`src/rtl/cop_pkg.sv`:
```
`default_nettype none
// ============================================================================
// Module      : cop_pkg
// Description : Shared definitions for the CP0 unit and the exception
//               controller: CP0 command encodings, controller state
//               enumeration, default exception vector and the event
//               priority selector.
// Revision    : 1.0 - initial release
// ============================================================================
package cop_pkg;

    // CP0 command encodings (shared with cop)
    localparam logic [2:0] COP_NOP     = 3'd0;
    localparam logic [2:0] COP_SYSCALL = 3'd1;
    localparam logic [2:0] COP_BREAK   = 3'd2;
    localparam logic [2:0] COP_ERET    = 3'd3;
    localparam logic [2:0] COP_INT     = 3'd4;
    localparam logic [2:0] COP_OVF     = 3'd5;

    // Default redirect target for exceptions and interrupts
    localparam logic [31:0] EXC_VECTOR_DEFAULT = 32'h0000_0080;

    // Exception controller sequencing states
    typedef enum logic [1:0] {
        ST_IDLE     = 2'd0,
        ST_COMMIT   = 2'd1,
        ST_FLUSH    = 2'd2,
        ST_REDIRECT = 2'd3
    } exc_state_e;

    // Fixed priority: ovf > syscall > break > eret > interrupt.
    // Returns COP_NOP when nothing is requested.
    function automatic logic [2:0] exc_select(
        input logic ovf,
        input logic syscall,
        input logic brk,
        input logic eret,
        input logic int_take
    );
        logic [2:0] op;
        op = COP_NOP;
        if (ovf)           op = COP_OVF;
        else if (syscall)  op = COP_SYSCALL;
        else if (brk)      op = COP_BREAK;
        else if (eret)     op = COP_ERET;
        else if (int_take) op = COP_INT;
        return op;
    endfunction

endpackage
`default_nettype wire

```
`src/rtl/irq_sync.sv`:
```
`default_nettype none
// ============================================================================
// Module      : irq_sync
// Description : Per-bit two-flop synchronizer for asynchronous interrupt
//               lines. Both stages clear on synchronous active-low reset.
//               Used by exc_ctrl only when EXC_IRQ_SYNC_EN is defined.
// Revision    : 1.0 - initial release
// ============================================================================
module irq_sync #(
    parameter int WIDTH = 6
) (
    input  logic             clk,
    input  logic             rst_n,
    input  logic [WIDTH-1:0] irq_i,
    output logic [WIDTH-1:0] irq_s_o
);

    logic [WIDTH-1:0] meta_q;
    logic [WIDTH-1:0] sync_q;

    // Two-stage shift: first stage may go metastable, second is clean.
    always_ff @(posedge clk) begin
        if (!rst_n) begin
            meta_q <= '0;
            sync_q <= '0;
        end else begin
            meta_q <= irq_i;
            sync_q <= meta_q;
        end
    end

    assign irq_s_o = sync_q;

endmodule
`default_nettype wire

```
`src/rtl/exc_ctrl.sv`:
```
`default_nettype none
// ============================================================================
// Module      : exc_ctrl
// Description : Exception/interrupt controller in front of CP0. Samples the
//               EX-stage exception flags and masked interrupt lines, picks
//               one event by fixed priority and sequences a CP0 command,
//               a pipeline flush and a PC redirect (vector, or EPC for ERET).
//               Optional feature macro: EXC_IRQ_SYNC_EN (2-flop irq
//               synchronizer in front of the interrupt logic).
// Revision    : 1.0 - initial release
// ============================================================================
module exc_ctrl
    import cop_pkg::*;
#(
    parameter logic [31:0] EXC_VECTOR   = EXC_VECTOR_DEFAULT,
    parameter int          FLUSH_CYCLES = 2
) (
    input  logic        clk,
    input  logic        rst_n,
    input  logic        ex_valid,
    input  logic        stall_in,
    input  logic        ex_ovf,
    input  logic        ex_syscall,
    input  logic        ex_break,
    input  logic        ex_eret,
    input  logic [19:0] ex_code,
    input  logic [31:0] ex_pc,
    input  logic [5:0]  irq,
    input  logic [5:0]  irq_mask,
    input  logic        ie,
    input  logic        exl,
    input  logic [31:0] epc,
    output logic [2:0]  cop_op,
    output logic [19:0] code,
    output logic [31:0] next_pc,
    output logic        flush,
    output logic        pc_redirect,
    output logic [31:0] redirect_pc,
    output logic        busy
);

    // COMMIT already provides one flush cycle; FLUSH covers the remainder.
    localparam logic [3:0] FLUSH_LOAD = 4'(FLUSH_CYCLES - 1);
    localparam bit         SKIP_FLUSH = (FLUSH_CYCLES == 1);

    logic [5:0]  irq_s;

    exc_state_e  state_q, state_d;
    logic [3:0]  cnt_q,   cnt_d;
    logic [2:0]  kind_q,  kind_d;
    logic [19:0] code_q,  code_d;
    logic [31:0] pc_q,    pc_d;

    logic        sample;
    logic        sync_flag;
    logic        irq_take;
    logic [2:0]  ev_op;

`ifdef EXC_IRQ_SYNC_EN
    irq_sync #(
        .WIDTH   (6)
    ) u_irq_sync (
        .clk     (clk),
        .rst_n   (rst_n),
        .irq_i   (irq),
        .irq_s_o (irq_s)
    );
`else
    // Lines are already synchronous to clk.
    assign irq_s = irq;
`endif

    // Event selection; interrupts only ride on a real, unstalled instruction
    // without any synchronous exception of its own.
    assign sample    = (state_q == ST_IDLE) && ex_valid && !stall_in;
    assign sync_flag = ex_ovf || ex_syscall || ex_break || ex_eret;
    assign irq_take  = !sync_flag && ie && !exl && ((irq_s & irq_mask) != 6'd0);
    assign ev_op     = exc_select(ex_ovf, ex_syscall, ex_break, ex_eret, irq_take);

    // Next-state, capture and output decode.
    always_comb begin
        state_d     = state_q;
        cnt_d       = cnt_q;
        kind_d      = kind_q;
        code_d      = code_q;
        pc_d        = pc_q;
        cop_op      = COP_NOP;
        code        = 20'd0;
        next_pc     = 32'd0;
        flush       = 1'b0;
        pc_redirect = 1'b0;
        redirect_pc = 32'd0;
        busy        = 1'b0;

        case (state_q)
            ST_IDLE: begin
                if (sample && (ev_op != COP_NOP)) begin
                    kind_d  = ev_op;
                    code_d  = ((ev_op == COP_SYSCALL) || (ev_op == COP_BREAK)) ? ex_code : 20'd0;
                    pc_d    = ex_pc;
                    state_d = ST_COMMIT;
                end
            end
            ST_COMMIT: begin
                cop_op  = kind_q;
                code    = code_q;
                next_pc = pc_q;
                flush   = 1'b1;
                busy    = 1'b1;
                if (SKIP_FLUSH) begin
                    state_d = ST_REDIRECT;
                end else begin
                    cnt_d   = FLUSH_LOAD;
                    state_d = ST_FLUSH;
                end
            end
            ST_FLUSH: begin
                flush = 1'b1;
                busy  = 1'b1;
                if (cnt_q <= 4'd1) begin
                    cnt_d   = 4'd0;
                    state_d = ST_REDIRECT;
                end else begin
                    cnt_d = cnt_q - 4'd1;
                end
            end
            ST_REDIRECT: begin
                pc_redirect = 1'b1;
                busy        = 1'b1;
                redirect_pc = (kind_q == COP_ERET) ? epc : EXC_VECTOR;
                state_d     = ST_IDLE;
            end
            default: begin
                state_d = ST_IDLE;
            end
        endcase
    end

    // State, flush counter and captured event registers.
    always_ff @(posedge clk) begin
        if (!rst_n) begin
            state_q <= ST_IDLE;
            cnt_q   <= 4'd0;
            kind_q  <= COP_NOP;
            code_q  <= 20'd0;
            pc_q    <= 32'd0;
        end else begin
            state_q <= state_d;
            cnt_q   <= cnt_d;
            kind_q  <= kind_d;
            code_q  <= code_d;
            pc_q    <= pc_d;
        end
    end

endmodule
`default_nettype wire

```
`config.mk`:
```
export PLATFORM = sky130hd
export DESIGN_NAME = exc_ctrl
export DESIGN_NICKNAME = d
export VERILOG_FILES = /design/src/rtl/cop_pkg.sv /design/src/rtl/irq_sync.sv /design/src/rtl/exc_ctrl.sv
export SDC_FILE = /design/constraint.sdc
export NUM_CORES = 1
export LEC_CHECK = 0
export ABC_AREA = 0
export BUFFER_PORTS_ARGS = -buffer_cell sky130_fd_sc_hd__buf_2
export CAP_MARGIN = 20
export CORE_MARGIN = 2
export CORE_UTILIZATION = 45
export CTS_BUF_LIST = sky130_fd_sc_hd__clkbuf_8
export CTS_CLUSTER_SIZE = 14
export DETAILED_ROUTE_END_ITERATION = 8
export PLACE_DENSITY = 0.89
export SLEW_MARGIN = 5
export SYNTH_ARGS = -nofsm -noshare
export SYNTH_HDL_FRONTEND = slang
export SYNTH_SLANG_ARGS = --single-unit
```
`constraint.sdc`:
```
create_clock -name clk -period 3.42 [get_ports clk]
set_clock_uncertainty 0.05 [all_clocks]
set_input_delay 0.342 -clock clk [delete_from_list [all_inputs] [get_ports clk]]
set_output_delay 0.342 -clock clk [all_outputs]
set_load 0.01 [all_outputs]
```
==> run summary, run 1 <==
Max_cap viols: 0
Initial core utilization: 46.6%
Post-synth ARST share: 0%
Fmax: 415 MHz
Root Driver: clkbuf_8
DP Wirelength: 7.09 mm
Leak pwr: 2.11 nW
I/O pin cnt: 196
GR Layer Usage met3: 6.69%
Synthesized cell area: 0.00316 mm²
Synth Instances: 372
Max Slew Vio Count: 0
Placed inst area: 0.00418 mm²
Worst-path clk slew: 0.07 ns
Status: complete, no violations
First-pass GRT wire length: 14.5 mm
Die area: 0.00772 mm²
Fill count: 606
Vias in the first global route: 3025
Resize count post-CTS: 0
Routability cong.: 0.842
Fin. Hold Viols: 0
Layout cells sized above 1: 40.5%
Fin cells: 651
Total design power: 2.15 mW
Clock buffer depth: 2
RSZ-0062 raised after global routing: false
PD cells: 491 mW/mm²
Post-synthesis sequential area ratio: 38.6%
Drc violations: 0
Period utilization: 70.5%
Largest net degree at the start of global routing: 48
Synthesized flop and latch total: 61
Total wire length: 9.87 mm
Least-Margin Pin Slew: 0.668 ns
Starting DRT DRC Count: 131
CTS tree: yes
Overall Global Routing Usage: 23.9%
Final setup fails: 0
Fin crit period: 2.41 ns
GR peak layer: met2
Initial antenna violation count: 0
Crit-path max FO: 24
Most common cell in the netlist: and2_1
Area contributors post-synth: dfxtp_1 39%, and2_1 17%, o211ai_1 7.8%
Worst EP required: 3.62 ns
Maximum vdd drop: 0.000281 V
Post-synth EDFFs: 0
Inserted Diodes: 0
Die Y: 87.9 µm
Max-slew headroom: 55.1%
Net Count, Synth: 484
Vias per inst: 5.27
TritonCTS Buffers: 9
Core box area: 0.00679 mm²
Clk_lat worst skew: 0.33 ns
Drt pass-1 iters: 5
Hold buffer count at cts: 0
Layout net count: 662
Synth top cells by count: 86 x and2_1, 61 x dfxtp_1, 37 x a21oi_1
Via Count: 3429
Top cell type's share of synthesized area: 38.6%
Final total negative setup slack: 0 ns
Routed WL per cell: 15.2 µm
Design area: 0.00437 mm²
Area grow syn2layout: 38.0%
Syn avg cell area: 8.51 µm²
Arrival @ worst endpoint: 2.61 ns
Antenna viol nets, final: 0
Sink Count: 61
Post-Route Utilization: 64.3%
Unique cell type count in the Yosys netlist: 40
Setup crit end kind: register
Die X-Extent: 87.9 µm
FP Rows: 30
Ys flop type: dfxtp_1
Total gr overflow: 0
Synthesis Warnings: 0
H-tree levels: 3
GR Layer Usage met1: 31.2%
Area leader, netlist: dfxtp_1
M2 GR Usage: 39.0%
Worst hold path type: in2reg
Cell count after placement: 635
CP Launch Type: primary input
Port bufs: 195
Crit Path Class: in2reg
Post-CTS Setup Inserts: 0
==> stage by stage <==
step / hold WS, ns / setup WS [ns]
final: 0.166 / 1.01
after floorplan: 0.399 / 1.61
after detailed placement: 0.414 / 0.700
after global placement: 0.405 / 0.805
after global routing: 0.160 / 0.895
after CTS: 0.157 / 1.04
==> cell type report <==
class / count / area (µm²) / area share [%]
Sequential cell: 61 / 1220 / 28.0
Clock buffer: 9 / 124 / 2.84
Timing Repair Buffer: 205 / 1050 / 24.1
Clock inverter: 7 / 67.6 / 1.55
Inverter: 10 / 37.5 / 0.859
Multi-Input combinational cell: 263 / 1750 / 40.0
Tap cell: 96 / 120 / 2.75
==> registers in the layout (all words and copies together), names as in the netlist <==
register	cells
cnt_q	4
kind_q	3
pc_q	32
code_q	20
state_q	2
==> path summary, 6_finish.rpt <==
check                                start   endpoint  slack (ns)  cells past startpoint
worst max-delay path                ex_ovf   pc_q[11]        1.01                      6
worst min-delay path            ex_code[9]  code_q[9]        0.17                      2
worst max register to register  state_q[0]  code_q[6]        1.26                      7
worst min register to register    pc_q[22]   pc_q[22]        0.42                      2
==> report_power, final <==
group	internal [mW]	switching [mW]	total, mW
Clock	0.332	0.293	0.625
Combinational	0.248	0.434	0.682
Sequential	0.790	0.0487	0.839
==> layer usage <==
| layer | up-vias | share of wire [%] | routed length, µm |
|---|---|---|---|
| met5 | - | 0 | 0 |
| met4 | 0 | 0.69 | 68 |
| met3 | 8 | 7.6 | 751 |
| met2 | 145 | 49 | 4810 |
| met1 | 1583 | 43 | 4240 |
| li1 | 1693 | - | - |
==> layout by cell type (no fill, tap or decap), types with 3 or more instances in the layout <==
| cell type | netlist | layout |
|---|---|---|
| o21ai_1 | 11 | 11 |
| dfxtp_1 | 61 | 61 |
| or3_1 | 3 | 3 |
| o21ai_0 | 27 | 27 |
| ha_1 | 6 | 6 |
| nor2_1 | 5 | 5 |
| a21oi_1 | 37 | 37 |
| clkbuf_8 | 0 | 9 |
| and2_1 | 86 | 86 |
| inv_1 | 9 | 10 |
| nor3_1 | 4 | 3 |
| buf_2 | 6 | 195 |
| buf_4 | 0 | 10 |
| a32o_1 | 20 | 20 |
| a22oi_1 | 3 | 3 |
| o211ai_1 | 33 | 33 |
| nand2_1 | 3 | 3 |
==> cells by family after synthesis <==
group	synth area share, %
DFF	38.6
muxes	0.356
buffers and inverters	6.88
AOI/OAI and AO/OA	30.2
adders and majority gates	2.37
and+or+nand+nor	21.6
==> critical path, cell delays in order <==
cell and delay (ns):
buf_2 0.13, or4_1 0.83, and4b_1 0.65, buf_4 0.32
o21ai_0 0.13, a21oi_1 0.19
Note: power is estimated with default switching activity, not from simulation.
==> inputs of run 2 (changes only) <==
--- a/config.mk
+++ b/config.mk
@@ -5,15 +5,15 @@
 export SDC_FILE = /design/constraint.sdc
 export NUM_CORES = 1
 export LEC_CHECK = 0
-export ABC_AREA = 0
+export ABC_AREA = 1
 export BUFFER_PORTS_ARGS = -buffer_cell sky130_fd_sc_hd__buf_2
 export CAP_MARGIN = 20
 export CORE_MARGIN = 2
-export CORE_UTILIZATION = 45
+export CORE_UTILIZATION = 40
 export CTS_BUF_LIST = sky130_fd_sc_hd__clkbuf_8
 export CTS_CLUSTER_SIZE = 14
 export DETAILED_ROUTE_END_ITERATION = 8
-export PLACE_DENSITY = 0.89
+export PLACE_DENSITY = 0.84
 export SLEW_MARGIN = 5
 export SYNTH_ARGS = -nofsm -noshare
 export SYNTH_HDL_FRONTEND = slang
==> constraint.sdc (replaced) <==
create_clock -name clk -period 2.2 [get_ports clk]
set_clock_uncertainty 0.05 [all_clocks]
set_input_delay 0.22 -clock clk [delete_from_list [all_inputs] [get_ports clk]]
set_output_delay 0.22 -clock clk [all_outputs]
set_load 0.01 [all_outputs]
==> run 2 against run 1 <==
Compared with the run above: clock power rose by 89%; critical path depth did not move; synthesized cell count rose by 35%; sequential power rose by 61%; global-route usage fell by 3.9 points; largest power group unchanged; sequential share of layout area rose by 0.13 points; die area rose by 9.1%.
==> run summary, run 2 <==
Area grow syn2layout: 41.1%
Post-synth ARST share: 0%
Leak pwr: 2.77 nW
Cell count along the critical path: 6
Net Count, Synth: 614
Vias per inst: 4.50
Top Layer Used: met5
Clk_lat worst skew: 0.33 ns
Inserted Diodes: 0
Ys flop type: dfxtp_1
Fin. Hold Viols: 0
Synth Instances: 502
Cell count after placement: 775
Switching Fraction: 33.6%
Synthesized cell area: 0.00308 mm²
First-pass GRT wire length: 14.0 mm
Setup crit end kind: primary output
Routability cong.: 0.771
Syn avg cell area: 6.14 µm²
Drt pass-1 iters: 5
CP peak stage delay: 0.35 ns
Post-synthesis sequential area ratio: 39.6%
Die Y: 91.8 µm
Initial core utilization: 41.8%
Delay-heaviest family, CP: buffers and inverters
Commonest cells after routing, fill and taps aside: 195 x buf_2, 124 x nand2_1, 107 x nor2_1, 98 x inv_1, 61 x dfxtp_1
Final setup fails: 0
Most used cell, CP: inv_1
Root Driver: clkbuf_8
Worst-path clk slew: 0.07 ns
Worst hold path type: in2reg
Via Count: 3561
Final total negative setup slack: 0 ns
Largest reg by FF count: pc_q
Vias in the first global route: 3326
Most common cell in the netlist: nand2_1
Largest regs: pc_q (32), code_q (20), cnt_q (4)
Post-synth EDFFs: 0
CTS tree: yes
Reg2reg start: state_q[1]
DP Worst Slack: 0.317 ns
Synthesis Warnings: 0
Fill count: 703
Drc violations: 0
Hold_sp: ex_code[1]
Worst EP required: 1.93 ns
Port bufs: 195
Reg2reg path depth: 9
Metal1 wirelength: 3.57 mm
Die area: 0.00842 mm²
Period utilization: 86.5%
Resize count post-CTS: 0
Top cell type's share of synthesized area: 39.6%
CP max stage cell: dfxtp_1
Area leader, netlist: dfxtp_1
Arrival @ worst endpoint: 1.63 ns
Crit Path Class: reg2out
Clock Power Share: 32.7%
Post-CTS Setup Inserts: 0
Core box area: 0.00737 mm²
Sequential share of power: 37.5%
Net Switching: 1.21 mW
Routed WL per cell: 10.8 µm
Fmax: 525 MHz
Sink Count: 61
FP Rows: 31
Die X-Extent: 91.8 µm
Detail Route met2 WL: 4.21 mm
TritonCTS Buffers: 9
Starting DRT DRC Count: 146
H-tree levels: 3
WHS: 0.0843 ns
RSZ-0062 raised after global routing: false
Hold buffer count at cts: 0
CP Buf/Inv Count: 4
Critical path origin: state_q[1]
Synthesized flop and latch total: 61
Total gr overflow: 0
Fin cells: 791
Clock buffer depth: 2
I/O pin cnt: 196
Commonest non-fill, non-tap cell in the layout: buf_2
DP Wirelength: 6.43 mm
Least-Margin Pin Slew: 0.562 ns
Total wire length: 8.57 mm
CP Launch Type: register
Initial antenna violation count: 2
Hold-critical path depth: 3
Overall Global Routing Usage: 20.0%
Maximum vdd drop: 0.000526 V
Critical-path cell list: inv_1, ha_2, buf_12, nand2_1, inv_1, buf_2
Setup ws final: 0.296 ns
Max Slew Vio Count: 0
Antenna viol nets, final: 0
Largest net degree at the start of global routing: 47
Layout cells sized above 1: 32.1%
Synth top cells by count: 124 x nand2_1, 107 x nor2_1, 98 x inv_1
Crit-path max FO: 46
PD cells: 829 mW/mm²
Largest register FFs: 32
Layout net count: 799
Internal cell power: 2.39 mW
Max_cap viols: 0
Met3 WL post-DR: 646 µm
Status: complete, no violations
Fin crit period: 1.90 ns
Unique cell type count in the Yosys netlist: 26
Area contributors post-synth: dfxtp_1 40%, nand2_1 15%, nor2_1 13%
Combinational share of power: 29.7%
Max-slew headroom: 62.5%
-- run 2: changes by cell type in the layout (fill, tap and decap cells not counted), moves of 3 or more --
cell      before  now
a32o_1        20    0
a21oi_1       37   26
buf_4         10    4
nand2_1        3  124
o21ai_1       11    0
o211ai_1      33    0
or3_1          3    0
o21ai_0       27   39
a22oi_1        3    0
clkbuf_8       9   12
inv_1         10   98
and2_1        86    0
nor2_1         5  107
-- run 2: kinds of logic after synthesis --
family          Yosys count  share of synthesized area, %
simple gates            240                          30.1
flops                    61                          39.6
compound gates           69                          11.6
fa+ha+maj                 6                          2.44
buf+inv                 126                          16.3
-- run 2: stage by stage --
step / util (%) / area (µm²) / total power [mW]
floorplan: - / 3080 / 2.08
global placement: 55.7 / 4110 / 2.40
detailed placement: 55.7 / 4110 / 2.44
CTS: 59.0 / 4350 / 3.63
global route: 59.0 / 4350 / 3.84
finish: 59.0 / 4350 / 3.61
-- run 2: final timing paths --
kind	end	slack [ns]
setup reg to reg	code_q[12]	0.31
setup / recovery	next_pc[14]	0.30
hold reg to reg	code_q[12]	0.42
hold / removal	code_q[1]	0.08
-- run 2: layout make-up --
type / count / area [µm²] / share of cell area [%]
clock inverter: 4 / 76.3 / 1.76
sequential: 61 / 1220 / 28.1
clock buffer: 12 / 165 / 3.80
tap: 99 / 124 / 2.85
multi-input combinational: 315 / 1360 / 31.3
inverter: 100 / 375 / 8.63
timing repair buffer: 200 / 1030 / 23.6
-- run 2: worst reg2reg max path: stages, from the launching register on --
cell and delay, ns:
dfxtp_1 0.35, inv_1 0.10, ha_1 0.21, nand2_1 0.06, nor2_1 0.16, nand2_2 0.09
buf_4 0.20, nor2_4 0.36, nand2_1 0.11, a21oi_1 0.13
-- run 2: per-layer routing --
metal | global-route usage, % | vias up
li1 | - | 1842
met2 | 36.4 | 132
met1 | 22.5 | 1571
met5 | 0 | -
met3 | 4.85 | 14
met4 | 7.59 | 2
-- run 2: power groups by stage --
stage / registers [mW] / clock network [mW] / logic, mW
global placement: 1.36 / 0 / 1.03
finish: 1.35 / 1.18 / 1.07
floorplan: 1.35 / 0 / 0.729
global route: 1.37 / 1.26 / 1.21
detailed placement: 1.37 / 0 / 1.07
CTS: 1.35 / 1.21 / 1.08
==> inputs of run 3 (changes only) <==
--- a/config.mk
+++ b/config.mk
@@ -8,13 +8,16 @@
 export ABC_AREA = 1
 export BUFFER_PORTS_ARGS = -buffer_cell sky130_fd_sc_hd__buf_2
 export CAP_MARGIN = 20
+export CELL_PAD_IN_SITES_DETAIL_PLACEMENT = 0
+export CELL_PAD_IN_SITES_GLOBAL_PLACEMENT = 1
 export CORE_MARGIN = 2
-export CORE_UTILIZATION = 40
+export CORE_UTILIZATION = 25
 export CTS_BUF_LIST = sky130_fd_sc_hd__clkbuf_8
 export CTS_CLUSTER_SIZE = 14
 export DETAILED_ROUTE_END_ITERATION = 8
-export PLACE_DENSITY = 0.84
+export PLACE_DENSITY = 0.83
 export SLEW_MARGIN = 5
 export SYNTH_ARGS = -nofsm -noshare
 export SYNTH_HDL_FRONTEND = slang
+export SYNTH_HIERARCHICAL = 1
 export SYNTH_SLANG_ARGS = --single-unit
==> run 3 against run 2 <==
Compared with the run above: synthesized cell count is the same; core utilization down 23 points; global-route usage decreased by 6.2 points; first-iteration DRC count up 1.4%; routed wire length grew 5.9%; maximum frequency decreased by 0.14%; sequential power about the same; area after synthesis unchanged; critical endpoint is now redirect_pc[22]; largest cell class unchanged; highest routed layer is now met4.
==> run summary, run 3 <==
Reg2Reg Setup Slack: 0.32 ns
Critical path origin: state_q[1]
WHS: 0.0887 ns
Area contributors post-synth: dfxtp_1 40%, nand2_1 15%, nor2_1 13%
RSZ-0062 raised after global routing: false
CTS tree: yes
Compound-Gate Fraction of Synth Area: 11.6%
Die area: 0.0132 mm²
First-pass GRT wire length: 14.6 mm
Fin crit period: 1.91 ns
Initial core utilization: 25.6%
Area leader, netlist: dfxtp_1
CP Buf/Inv Count: 2
CP max stage cell: dfxtp_1
Routed WL per cell: 10.8 µm
Cell count along the critical path: 5
Setup crit end kind: primary output
GR Layer Usage met1: 16.5%
GR peak layer: met2
TritonCTS Buffers: 9
Clk_lat worst skew: 0.32 ns
Synthesized flop and latch total: 61
Sink Count: 61
Drt pass-1 iters: 4
DP Wirelength: 6.89 mm
Worst-path clk slew: 0.07 ns
Synthesized cell area: 0.00308 mm²
Top cell type's share of synthesized area: 39.6%
Reg2reg start: state_q[0]
Final setup fails: 0
Inserted Diodes: 0
Least-Margin Pin Slew: 0.454 ns
Simple-gate portion of the synthesized area: 30.1%
Ys flop type: dfxtp_1
Root Driver: clkbuf_8
Cell count after placement: 827
Status: complete, no violations
Synth Instances: 502
Worst setup endpoint: redirect_pc[22]
Drc violations: 0
Critical-path cell list: ha_1, nand2_2, buf_4, nor2_1, buf_2
H-tree levels: 3
Vias in the first global route: 3200
Largest register FFs: 32
Hold-critical path depth: 3
Max_cap viols: 0
Die Y: 115 µm
Reg2reg path depth: 9
Total design power: 3.35 mW
Final total negative setup slack: 0 ns
Syn avg cell area: 6.14 µm²
Period utilization: 86.6%
Most common cell in the netlist: nand2_1
I/O pin cnt: 196
GR Layer Usage met3: 4.64%
Multiplexer share of the synthesized area: 0%
Synthesis Warnings: 6
Net Count, Synth: 614
Layout cells sized above 1: 32.4%
PD cells: 767 mW/mm²
DP Worst Slack: 0.290 ns
Overall Global Routing Usage: 13.8%
Largest regs: pc_q (32), code_q (20), cnt_q (4)
FP Rows: 40
Adder-cell share of the synthesized area: 2.44%
Setup ws final: 0.294 ns
Routability cong.: 0.749
Unique cell type count in the Yosys netlist: 26
Largest reg by FF count: pc_q
Initial antenna violation count: 0
Post-synthesis sequential area ratio: 39.6%
Maximum vdd drop: 0.000311 V
Total wire length: 9.07 mm
Leak pwr: 2.76 nW
M2 GR Usage: 23.7%
Port bufs: 195
Worst EP required: 1.93 ns
Via Count: 3406
Fmax: 525 MHz
Clock buffer depth: 2
Layout net count: 803
Commonest non-fill, non-tap cell in the layout: buf_2
Die X-Extent: 115 µm
XOR/XNOR Fraction of Synth Area: 0%
CP Launch Type: register
Max Slew Vio Count: 0
Core box area: 0.0120 mm²
Delay-heaviest family, CP: buffers and inverters
Crit-path max FO: 20
Fill count: 1364
Synth top cells by count: 124 x nand2_1, 107 x nor2_1, 98 x inv_1
Post-synth ARST share: 0%
Area grow syn2layout: 41.8%
Fin cells: 842
Arrival @ worst endpoint: 1.64 ns
Antenna viol nets, final: 0
Starting DRT DRC Count: 148
Worst hold path type: in2reg
Max-slew headroom: 69.7%
Reg-to-Reg End: code_q[17]
Post-CTS Setup Inserts: 0
Commonest cells after routing, fill and taps aside: 195 x buf_2, 123 x nand2_1, 107 x nor2_1, 99 x inv_1, 61 x dfxtp_1
Vias per inst: 4.05
Post-synth EDFFs: 0
CP peak stage delay: 0.37 ns
Total gr overflow: 0
Largest net degree at the start of global routing: 29
Crit Path Class: reg2out
Largest family of logic cells by synthesized area: simple AND/OR/NAND/NOR gates
Fin. Hold Viols: 0
[run 3: cell counts after synthesis]
No cell type changed its count.
[run 3: per-layer routing]
metal | vias to the layer above | wire, µm
met5 | - | 0
met4 | 0 | 58
met3 | 6 | 721
met2 | 127 | 4140
met1 | 1424 | 4150
li1 | 1849 | -
[run 3: worst min-delay path: cells and delay by family]
family,cells,cell delay (ns)
AO/OA/AOI/OAI,1,0.05
buffers and inverters,1,0.10
AND/OR/NAND/NOR,1,0.05
[run 3: repair_timing]
item | 4_1_cts | 5_1_grt
hold buffers | 0 | 0
endpoints found under the setup margin | 0 | 10
gates resized for setup | 0 | 1
endpoints found under the hold margin | 0 | 0
[run 3: area by class of cell]
class                   instances  area, µm²  area share, %
clock buffers                   9        124           2.84
clock inverters                 6       56.3           1.29
inverters                     100        375           8.60
multi-input cells             315       1360           31.2
flip-flops and latches         61       1220           28.0
well taps                     147        184           4.21
repair buffers                204       1040           23.9
[run 3: metrics by stage]
stage / utilization, % / area (µm²)
final: 36.4 / 4370
after detailed placement: 34.8 / 4180
after CTS: 36.3 / 4360
after global placement: 34.8 / 4180
after floorplan: - / 3080
after global routing: 36.4 / 4370
[run 3: how the worst min path moves through the flow]
stage	slack, ns	start	end
floorplan	0.31	ex_code[0]	code_q[0]
global route	0.07	ex_code[5]	code_q[5]
CTS	0.06	ex_pc[3]	pc_q[3]
global placement	0.40	code_q[1]	code_q[1]
finish	0.09	ex_code[3]	code_q[3]
detailed placement	0.40	code_q[5]	code_q[5]
[run 3: kinds of logic after synthesis]
logic type / after synthesis
buffers and inverters: 126
and+or+nand+nor: 240
adders and majority gates: 6
AOI/OAI and AO/OA: 69
DFF: 61
[run 3: power by group]
part           switching (mW)  leakage (nW)  internal (mW)  total (mW)
Sequential             0.0870         0.498           1.26        1.35
Clock                   0.417        0.0960          0.506       0.924
Combinational           0.686          2.17          0.392        1.08
Total                    1.19          2.76           2.16        3.35
